`src/rtl/pc_sequencer_if.sv`:
```
// Fetch-stage PC sequencer bus: redirect requests in, fetch address and status out.
interface pc_sequencer_if #(
  parameter int unsigned ADDR_W = 30
);
  logic              stall;
  logic [ADDR_W-1:0] ctl_pc;
  logic              br_taken;
  logic [15:0]       br_offset;
  logic              j_valid;
  logic [25:0]       j_target;
  logic              jr_valid;
  logic [ADDR_W-1:0] jr_target;
  logic              exc;
  logic              eret;
  logic [ADDR_W-1:0] pc;
  logic              pc_valid;
  logic              flush;
  logic [ADDR_W-1:0] epc;

  modport master (
    output stall, ctl_pc, br_taken, br_offset, j_valid, j_target,
           jr_valid, jr_target, exc, eret,
    input  pc, pc_valid, flush, epc
  );

  modport slave (
    input  stall, ctl_pc, br_taken, br_offset, j_valid, j_target,
           jr_valid, jr_target, exc, eret,
    output pc, pc_valid, flush, epc
  );
endinterface

```
`src/rtl/pc_sequencer.sv`:
```
// Word-address program counter for the fetch stage: selects the next PC, holds
// redirects that arrive during a stall, and pulses flush after every redirect.
module pc_sequencer #(
  parameter int unsigned        ADDR_W    = 30,
  parameter logic [ADDR_W-1:0]  RESET_VEC = ADDR_W'(32'h0000_0000),
  parameter logic [ADDR_W-1:0]  EXC_VEC   = ADDR_W'(32'h0000_0020)
) (
  input logic            clk,
  input logic            rst_n,
  pc_sequencer_if.slave  bus
);

  localparam int unsigned OFF_W  = 16;
  localparam int unsigned JIDX_W = 26;

  typedef enum logic [1:0] {
    ST_BOOT = 2'd0,
    ST_RUN  = 2'd1,
    ST_HOLD = 2'd2
  } state_t;

  state_t            r_state;
  logic [ADDR_W-1:0] r_pc;
  logic [ADDR_W-1:0] r_epc;
  logic [ADDR_W-1:0] r_pending;
  logic              r_flush;
  logic              r_pc_valid;

  logic [ADDR_W-1:0] w_inc;
  logic [ADDR_W-1:0] w_br_tgt;
  logic [ADDR_W-1:0] w_j_tgt;
  logic [ADDR_W-1:0] w_target;
  logic              w_req;

  // Redirect targets are relative to the requesting instruction, not the fetch PC.
  assign w_inc    = bus.ctl_pc + ADDR_W'(1);
  assign w_br_tgt = w_inc + {{(ADDR_W-OFF_W){bus.br_offset[OFF_W-1]}}, bus.br_offset};
  assign w_j_tgt  = {w_inc[ADDR_W-1:JIDX_W], bus.j_target};

  // Priority select: exc > eret > jr > j > branch > sequential.
  always_comb begin
    w_req    = 1'b1;
    w_target = r_pc + ADDR_W'(1);
    if (bus.exc)           w_target = EXC_VEC;
    else if (bus.eret)     w_target = r_epc;
    else if (bus.jr_valid) w_target = bus.jr_target;
    else if (bus.j_valid)  w_target = w_j_tgt;
    else if (bus.br_taken) w_target = w_br_tgt;
    else                   w_req    = 1'b0;
  end

  always_ff @(posedge clk or negedge rst_n) begin
    if (!rst_n) begin
      r_state    <= ST_BOOT;
      r_pc       <= RESET_VEC;
      r_epc      <= '0;
      r_pending  <= '0;
      r_flush    <= 1'b0;
      r_pc_valid <= 1'b0;
    end else begin
      r_flush <= 1'b0;
      case (r_state)
        ST_BOOT: begin
          r_pc_valid <= 1'b1;
          r_state    <= ST_RUN;
        end
        ST_RUN: begin
          if (bus.exc) r_epc <= bus.ctl_pc;
          if (!bus.stall) begin
            r_pc    <= w_target;
            r_flush <= w_req;
          end else if (w_req) begin
            r_pending <= w_target;
            r_state   <= ST_HOLD;
          end
        end
        ST_HOLD: begin
          // Only an exception may displace the held redirect.
          if (bus.exc) r_epc <= bus.ctl_pc;
          if (!bus.stall) begin
            r_pc    <= bus.exc ? EXC_VEC : r_pending;
            r_flush <= 1'b1;
            r_state <= ST_RUN;
          end else if (bus.exc) begin
            r_pending <= EXC_VEC;
          end
        end
        default: begin
          r_state    <= ST_BOOT;
          r_pc_valid <= 1'b0;
        end
      endcase
    end
  end

  assign bus.pc       = r_pc;
  assign bus.pc_valid = r_pc_valid;
  assign bus.flush    = r_flush;
  assign bus.epc      = r_epc;

endmodule
```
`src/flat_wrapper.sv`:
```
// flat-port wrapper written by rule: the top's interface ports become plain ports
module pc_sequencer_flat 
#(
  parameter int unsigned        ADDR_W    = 30,
  parameter logic [ADDR_W-1:0]  RESET_VEC = ADDR_W'(32'h0000_0000),
  parameter logic [ADDR_W-1:0]  EXC_VEC   = ADDR_W'(32'h0000_0020)
)
  (clk, rst_n, bus_stall, bus_ctl_pc, bus_br_taken, bus_br_offset, bus_j_valid, bus_j_target, bus_jr_valid, bus_jr_target, bus_exc, bus_eret, bus_pc, bus_pc_valid, bus_flush, bus_epc);
  pc_sequencer_if #(.ADDR_W(ADDR_W)) bus_i ();
  input logic clk;
  input logic rst_n;
  input wire logic [$bits(bus_i.stall)-1:0] bus_stall;
  input wire logic [$bits(bus_i.ctl_pc)-1:0] bus_ctl_pc;
  input wire logic [$bits(bus_i.br_taken)-1:0] bus_br_taken;
  input wire logic [$bits(bus_i.br_offset)-1:0] bus_br_offset;
  input wire logic [$bits(bus_i.j_valid)-1:0] bus_j_valid;
  input wire logic [$bits(bus_i.j_target)-1:0] bus_j_target;
  input wire logic [$bits(bus_i.jr_valid)-1:0] bus_jr_valid;
  input wire logic [$bits(bus_i.jr_target)-1:0] bus_jr_target;
  input wire logic [$bits(bus_i.exc)-1:0] bus_exc;
  input wire logic [$bits(bus_i.eret)-1:0] bus_eret;
  output wire logic [$bits(bus_i.pc)-1:0] bus_pc;
  output wire logic [$bits(bus_i.pc_valid)-1:0] bus_pc_valid;
  output wire logic [$bits(bus_i.flush)-1:0] bus_flush;
  output wire logic [$bits(bus_i.epc)-1:0] bus_epc;
  assign bus_i.stall = bus_stall;
  assign bus_i.ctl_pc = bus_ctl_pc;
  assign bus_i.br_taken = bus_br_taken;
  assign bus_i.br_offset = bus_br_offset;
  assign bus_i.j_valid = bus_j_valid;
  assign bus_i.j_target = bus_j_target;
  assign bus_i.jr_valid = bus_jr_valid;
  assign bus_i.jr_target = bus_jr_target;
  assign bus_i.exc = bus_exc;
  assign bus_i.eret = bus_eret;
  assign bus_pc = bus_i.pc;
  assign bus_pc_valid = bus_i.pc_valid;
  assign bus_flush = bus_i.flush;
  assign bus_epc = bus_i.epc;
  pc_sequencer #(.ADDR_W(ADDR_W), .RESET_VEC(RESET_VEC), .EXC_VEC(EXC_VEC)) u_core (.clk(clk), .rst_n(rst_n), .bus(bus_i));
endmodule
```
`config.mk`:
```
export PLATFORM = sky130hd
export DESIGN_NAME = pc_sequencer_flat
export DESIGN_NICKNAME = d
export VERILOG_FILES = /design/src/rtl/pc_sequencer_if.sv /design/src/rtl/pc_sequencer.sv /design/src/flat_wrapper.sv
export SDC_FILE = /design/constraint.sdc
export NUM_CORES = 1
export LEC_CHECK = 0
export ABC_AREA = 1
export CAP_MARGIN = 15
export CELL_PAD_IN_SITES_DETAIL_PLACEMENT = 0
export CELL_PAD_IN_SITES_GLOBAL_PLACEMENT = 2
export CORE_MARGIN = 2
export CORE_UTILIZATION = 28
export DETAILED_ROUTE_END_ITERATION = 10
export PLACE_DENSITY_LB_ADDON = 0.1
export SLEW_MARGIN = 20
export SYNTH_ARGS = -nofsm -noshare
export SYNTH_HDL_FRONTEND = slang
export SYNTH_SLANG_ARGS = --single-unit
export TNS_END_PERCENT = 20
```
`constraint.sdc`:
```
create_clock -name clk -period 2.45 [get_ports clk]
set_input_delay 0.6125 -clock clk [delete_from_list [all_inputs] [get_ports clk]]
set_output_delay 0.6125 -clock clk [all_outputs]
set_load 0.02 [all_outputs]
```
==> results of run 1 <==
## worst min path at each step
| stage | slack, ns | cells after the start | start | endpoint |
|---|---|---|---|---|
| after floorplan | 0.32 | 0 | rst_n | u_core.bus.epc[0] |
| after global placement | 0.46 | 2 | u_core.r_pending[24] | u_core.r_pending[24] |
| after detailed placement | 0.47 | 2 | u_core.r_pending[9] | u_core.r_pending[9] |
| after CTS | 0.22 | 1 | rst_n | u_core.bus.pc[25] |
| after global routing | 0.24 | 1 | rst_n | u_core.r_pending[18] |
| final | 0.21 | 1 | rst_n | u_core.bus.pc[25] |
## Yosys cell counts (2+ instances only)
cell type and instances:
o21ai_1 6, nor2_4 2, o21ai_0 72, inv_2 4
nor3_1 19, nor2_2 6, xor2_1 31, or2_2 2
o211ai_1 4, nor2_1 176, o31ai_1 2, xnor2_1 7
nand3_1 133, a21o_1 5, a21oi_1 112, clkbuf_8 7
o21bai_1 6, ha_1 39, nand2_2 6, dfrtp_1 94
buf_4 2, mux2_2 11, inv_1 169, clkinv_1 3
nor3_2 6, mux2i_1 2, buf_2 2, nand4_1 13
nand2_1 508, clkbuf_1 35, nand3b_1 3
## logic make-up after synthesis
| logic type | share of synthesized area, % |
|---|---|
| muxes | 1.586 |
| adders and majority gates | 5.598 |
| AOI/OAI and AO/OA | 12.30 |
| and+or+nand+nor | 40.46 |
| buffers and inverters | 10.47 |
| DFF | 25.92 |
| xor gates and xnor gates | 3.668 |
## metal layers
layer / part of all wire [%] / global-route usage (%) / vias up
li1: - / - / 5515
met1: 47 / 33.65 / 5001
met2: 47 / 42.37 / 261
met3: 4.7 / 2.932 / 27
met4: 1.4 / 5.632 / 0
met5: 0 / 0 / -
## state kept, by name (all words and copies together), names as in the netlist
name and flops:
u_core.r_state 2, u_core.bus.flush 1, u_core.bus.pc 30, u_core.bus.pc_valid 1
u_core.bus.epc 30, u_core.r_pending 30
## worst reg2reg max path, cell delays in order, from the launching register on
cell	delay [ns]
dfrtp_1	0.40
buf_4	0.15
nand2_1	0.09
nor3_1	0.29
nand2_1	0.17
nor2_2	0.22
a21o_1	0.15
nand2_1	0.05
a21oi_1	0.14
nand2_1	0.10
nand2_1	0.07
nand2_1	0.06
nand2_2	0.11
nand3_2	0.07
nand2_1	0.07
## layout make-up
class	instances	area, µm²
tap	402	503.0
clock buffer	9	225.2
sequential	94	2352
clock inverter	6	93.84
timing repair buffer	401	3578
inverter	176	663.1
multi-input combinational	1182	6909
fill	3374	17390
## where the power goes
part	total [mW]	internal [mW]	switching (mW)
clock network	1.66	0.904	0.759
registers	2.93	2.20	0.729
logic	6.28	2.61	3.67
## metrics by stage
step	area, µm²	setup TNS (ns)
finish	14330	-16.63
global route	14330	-28.64
CTS	14010	-16.56
detailed placement	12730	-83.66
global placement	12730	-83.82
floorplan	9178	-13.43
## repair_timing
action	in CTS	in global routing
endpoints found under the hold margin	0	0
endpoints found under the setup margin	58	58
gates resized for setup	303	83
pin swaps	109	50
hold buffers	0	0
setup buffers	22	5
cloned	0	0
==> key figures, run 1 <==
Setup path
  – R2r worst-path depth: 14
  – Crit. End Element: flip-flop
  – CP dominant cell by count: nand2_1
  – Worst Path Buf+Inv: 4
  – Max incr delay on CP: 0.35 ns
  – Top delay family on crit path: simple AND/OR/NAND/NOR gates
  – Worst R2R Start: u_core.bus.pc[7]
  – CP Data Arrival Time: 3.20 ns
  – RR Endpoint: u_core.bus.pc[26]
  – Setup crit start: bus_ctl_pc[4]
  – Critical-path cell list: buf_2 -> nand2_4 -> buf_4 -> nor4_4 -> xor2_1 -> ha_1 -> nand2_2 -> inv_1 -> nand2_1 -> nand2_2 -> buf_4 -> nand2_4 -> a21oi_2 -> nor2_1 -> nand2_1 -> nand2_1 -> nand3_2 -> nand2_2 -> nand2_1 -> nand2_1 -> nand2_2 -> nand3_2 -> nand2_1
  – Critical path required time: 2.72 ns
  – CP Capture Point: u_core.bus.pc[25]
  – R2r setup slk: 0.26 ns
  – Stages on the worst setup path: 23
  – Slowest CP cell: nor4_4
  – Crit-path max FO: 4
  – CP startpoint kind: primary input
  – Kind of critical path: primary input to flip-flop

Outcome
  – Status: finished with violations
  – Failing checks: setup timing

Global route
  – Aggregate global-route resource usage: 24.88%
  – Initial antenna violation count: 0
  – First-pass GRT wire length: 63070 µm
  – Pin count of the biggest net entering global routing: 48
  – Gr ovfl total: 0
  – Vias in the first global route: 10758

Placement
  – I/O Buffers: 171
  – Routability cong.: 0.8872
  – Placed Instances: 2228
  – HPWL after DPL: 33320 µm
  – Pre-CTS setup slack: -1.706 ns

Power and ir drop
  – Pwr Total: 10.88 mW
  – Pwr per Cell Area: 759.2 nW/µm²
  – VDD IR max: 1.184 mV
  – Lkg Pwr: 7.026 nW

STA
  – Setup WS post-layout: -0.4841 ns
  – Skew final: 0.01525 ns
  – Worst slew pin tran: 0.5382 ns
  – Slew Limit Fails: 0
  – Fmax: 340.8 MHz
  – Minimum clock period: 2.934 ns
  – Hold_ws: 0.2140 ns
  – Max-Slew Margin vs Limit: 64.12%
  – Final setup viols: 53
  – Final worst-path cycle share: 119.8%
  – RSZ-0062 raised after global routing: yes
  – Endpoints failing hold: 0

Floorplan
  – Chip Height: 184.0 µm
  – Row count: 65
  – Die area: 33860 µm²
  – Number of top-level pins: 172
  – Die Span X: 184.0 µm
  – Initial core utilization: 28.61%
  – Core footprint: 31720 µm²

Route
  – Initial DRC count: 566
  – Via/cell ratio: 4.759
  – DRT antenna net count: 0
  – DR vias: 10804
  – Routed wire per std cell: 18.19 µm
  – DRC errors left: 0
  – Drt pass-1 iters: 5
  – WL final: 41300 µm

Synthesis
  – Synth warn: 0
  – Synthesized instance count: 1503
  – Synth area leader: dfrtp_1
  – Number of flops mapped to enable cells by yosys: 0
  – Sequential area share after synthesis: 25.92%
  – Avg Synthesized Cell Area: 6.037 µm²
  – Ys async rst share: 100.0%
  – Primary FF master, synth: dfrtp_1
  – Yosys cell types: 47
  – Cell area after synthesis: 9074 µm²
  – Synth top area share: 25.92%
  – Area contributors post-synth: dfrtp_1 26%, nand2_1 21%, nand3_1 7.3%
  – #FFs+latches synth: 94
  – Synth Net Count: 1653

Layout
  – Commonest non-fill, non-tap cells in the layout: 427 x nand2_1, 215 x buf_4, 151 x inv_1
  – Area growth syn-to-layout: 57.87%
  – Diode count: 0
  – Commonest non-fill, non-tap cell in the layout: nand2_1
  – Non-filler instance count after layout: 2270
  – Layout cells sized above 1: 28.96%
  – Final core utilization: 45.16%
  – Nets@finish: 2014

Job
  – Max Cap Viol: 0

Clocking
  – Num Clock Sinks: 94
  – CTS tree: built
  – H-tree depth: 3
  – CTS Root Cell: clkbuf_16
  – Clk_lat worst skew: 0.39 ns
  – CTS Buffer Depth: 2
  – Num CTS Buffers: 9
  – Clock-pin slew on the worst setup and hold paths: 0.07 ns

Worst hold path
  – Hold WC Path Type: primary input to async pin
Power figures use the tool's default switching activity.
==> run 2, diff against run 1 <==
Settings changed: GPL_TIMING_DRIVEN set to 1, HOLD_SLACK_MARGIN set to 0.08.
==> results of run 2 <==
Final layout, timing and power as in run 1 (identical DEF).
==> run 3, diff against run 2 <==
Settings changed: CORE_MARGIN 2 to not set.
==> key figures, run 3 (synthesis gave the netlist of run 1 again) <==
Global route
  – Aggregate global-route resource usage: 25.47% (was 24.88%)
  – First-pass GRT wire length: 63230 µm (was 63070 µm)
  – Pin count of the biggest net entering global routing: 50 (was 48)
  – Gr ovfl total: 0 (unchanged)
  – Initial antenna violation count: 0 (unchanged)
  – Vias in the first global route: 10841 (was 10758)

Job
  – Max Cap Viol: 0 (unchanged)

Route
  – DRC errors left: 0 (unchanged)
  – Routed wire per std cell: 17.98 µm (was 18.19 µm)
  – Initial DRC count: 590 (was 566)
  – WL final: 40870 µm (was 41300 µm)
  – DR vias: 10824 (was 10804)
  – Via/cell ratio: 4.762 (was 4.759)
  – Drt pass-1 iters: 5 (unchanged)
  – DRT antenna net count: 0 (unchanged)

Clocking
  – Num Clock Sinks: 94 (unchanged)
  – Clk_lat worst skew: 0.39 ns (about the same)
  – Clock-pin slew on the worst setup and hold paths: 0.08 ns (was 0.07 ns)
  – CTS Buffer Depth: 2 (unchanged)
  – Post-CTS Hold Fix Bufs: 0 (unchanged)
  – H-tree depth: 3 (unchanged)
  – CTS Root Cell: clkbuf_16 (unchanged)
  – CTS tree: built (unchanged)
  – Num CTS Buffers: 9 (unchanged)

Setup path
  – Crit-path max FO: 4 (unchanged)
  – CP startpoint kind: primary input (unchanged)
  – CP Data Arrival Time: 3.23 ns (was 3.20 ns)
  – Critical path required time: 2.73 ns (was 2.72 ns)
  – R2r worst-path depth: 14 (unchanged)
  – Stages on the worst setup path: 25 (was 23)
  – Top delay family on crit path: simple AND/OR/NAND/NOR gates (unchanged)
  – Worst Path Buf+Inv: 4 (unchanged)
  – CP dominant cell by count: nand2_2 (was nand2_1)
  – Slowest CP cell: ha_4 (was nor4_4)
  – Crit. End Element: flip-flop (unchanged)
  – Kind of critical path: primary input to flip-flop (unchanged)
  – Max incr delay on CP: 0.35 ns (about the same)

Floorplan
  – Die area: 33130 µm² (was 33860 µm²)
  – Chip Height: 182.0 µm (was 184.0 µm)
  – Core footprint: 31720 µm² (unchanged)
  – Row count: 65 (unchanged)
  – Die Span X: 182.0 µm (was 184.0 µm)
  – Initial core utilization: 28.61% (unchanged)
  – Number of top-level pins: 172 (unchanged)

Outcome
  – Failing checks: setup timing (unchanged)
  – Status: finished with violations (unchanged)

Power and ir drop
  – Pwr per Cell Area: 757.5 nW/µm² (was 759.2 nW/µm²)
  – P_sw: 5.181 mW (was 5.161 mW)
  – Int Power: 5.645 mW (was 5.714 mW)
  – Switching share of power: 47.86% (was 47.45%)
  – Combinational power share: 58.3% (was 57.8%)
  – Lkg Pwr: 6.989 nW (was 7.026 nW)
  – Sequential fraction of design power: 27.1% (was 26.9%)
  – Clock share of power: 14.6% (was 15.3%)
  – VDD IR max: 0.9861 mV (was 1.184 mV)

Layout
  – Commonest non-fill, non-tap cell in the layout: nand2_1 (unchanged)
  – Layout cells sized above 1: 28.65% (was 28.96%)
  – Post-route cell area: 14290 µm² (was 14330 µm²)
  – Register area: 2352 µm² (unchanged)
  – Area growth syn-to-layout: 57.50% (was 57.87%)
  – Number of fill cells: 3376 (was 3374)
  – Nets@finish: 2016 (was 2014)
  – Commonest non-fill, non-tap cells in the layout: 424 x nand2_1, 210 x buf_4, 149 x inv_1 (was 427 x nand2_1, 215 x buf_4, 151 x inv_1)
  – Diode count: 0 (unchanged)
  – Multi-input logic area: 6858 µm² (was 6909 µm²)
  – Final core utilization: 45.06% (was 45.16%)

STA
  – Max-Slew Margin vs Limit: 70.29% (was 64.12%)
  – Hold_ws: 0.1266 ns (was 0.2140 ns)
  – Slew Limit Fails: 0 (unchanged)
  – Endpoints failing hold: 0 (unchanged)
  – RSZ-0062 raised after global routing: yes (unchanged)
  – Minimum clock period: 2.951 ns (was 2.934 ns)
  – Skew final: 0.008453 ns (was 0.01525 ns)
  – Final worst-path cycle share: 120.4% (was 119.8%)
  – Fmax: 338.9 MHz (was 340.8 MHz)
  – Worst slew pin tran: 0.4449 ns (was 0.5382 ns)
  – Post-Route Setup TNS: -18.00 ns (was -16.63 ns)
  – Setup WS post-layout: -0.5007 ns (was -0.4841 ns)
  – Final setup viols: 48 (was 53)

Placement
  – HPWL after DPL: 33270 µm (was 33320 µm)
  – I/O Buffers: 171 (unchanged)
  – Routability cong.: 0.9203 (was 0.8872)
  – Pre-CTS setup slack: -1.761 ns (was -1.706 ns)
  – DP Area: 12790 µm² (was 12730 µm²)

Worst hold path
  – Hold WC Path Type: primary input to async pin (unchanged)
[run 3: cell types whose count changed in the layout (fill, tap and decap cells not counted), moves of 5 or more]
| cell | previous run | this run |
|---|---|---|
| a21oi_2 | 24 | 18 |
| ha_1 | 18 | 23 |
| a21oi_1 | 84 | 89 |
| buf_4 | 215 | 210 |
| o21ai_1 | 11 | 17 |
| nor2_2 | 20 | 25 |
[run 3: power by group through the flow]
stage          clock network (mW)  registers (mW)  logic (mW)
4_1_cts                      1.63            2.95        6.25
6_report                     1.58            2.94        6.31
5_1_grt                      1.69            3.03        6.92
3_3_place_gp                    0            2.97        5.89
3_5_place_dp                    0            2.97        5.93
2_1_floorplan                   0            3.18        2.67
[run 3: metal layers]
metal	GRT usage (%)	up-vias	wire length, µm
met5	0	-	0
met4	8.605	0	995
met3	2.868	38	1749
met2	41.85	290	18830
met1	34.54	4971	19290
li1	-	5525	-
[run 3: path summary, 6_finish.rpt]
check	startpoint	to	slack, ns
max in group asynchronous	rst_n	u_core.bus.epc[17]	1.71
min in group clk	bus_ctl_pc[1]	u_core.bus.epc[1]	0.48
worst min-delay path	rst_n	u_core.bus.epc[29]	0.13
worst max register to register	u_core.bus.pc[2]	u_core.bus.pc[29]	0.18
worst min register to register	u_core.r_pending[24]	u_core.r_pending[24]	0.48
worst max-delay path	bus_ctl_pc[1]	u_core.bus.pc[22]	-0.50
[run 3: cell type report]
cell class / count / area share (%)
Multi-Input combinational cell: 1182 / 47.99
Timing Repair Buffer: 403 / 25.26
Sequential cell: 94 / 16.46
Inverter: 176 / 4.640
Tap cell: 402 / 3.520
Clock buffer: 9 / 1.576
Clock inverter: 7 / 0.5603
[run 3: stage by stage]
step                power [mW]  cells
CTS                      10.83   2267
global route             11.64   2273
floorplan                5.848   1503
detailed placement       8.902   2233
finish                   10.83   2273
global placement         8.868   2233
[run 3: what timing repair did]
item | 4_1_cts | 5_1_grt
gates resized for setup | 298 | 81
setup endpoints to repair | 58 | 58
buffers inserted | 18 | 6
pin swaps | 120 | 62
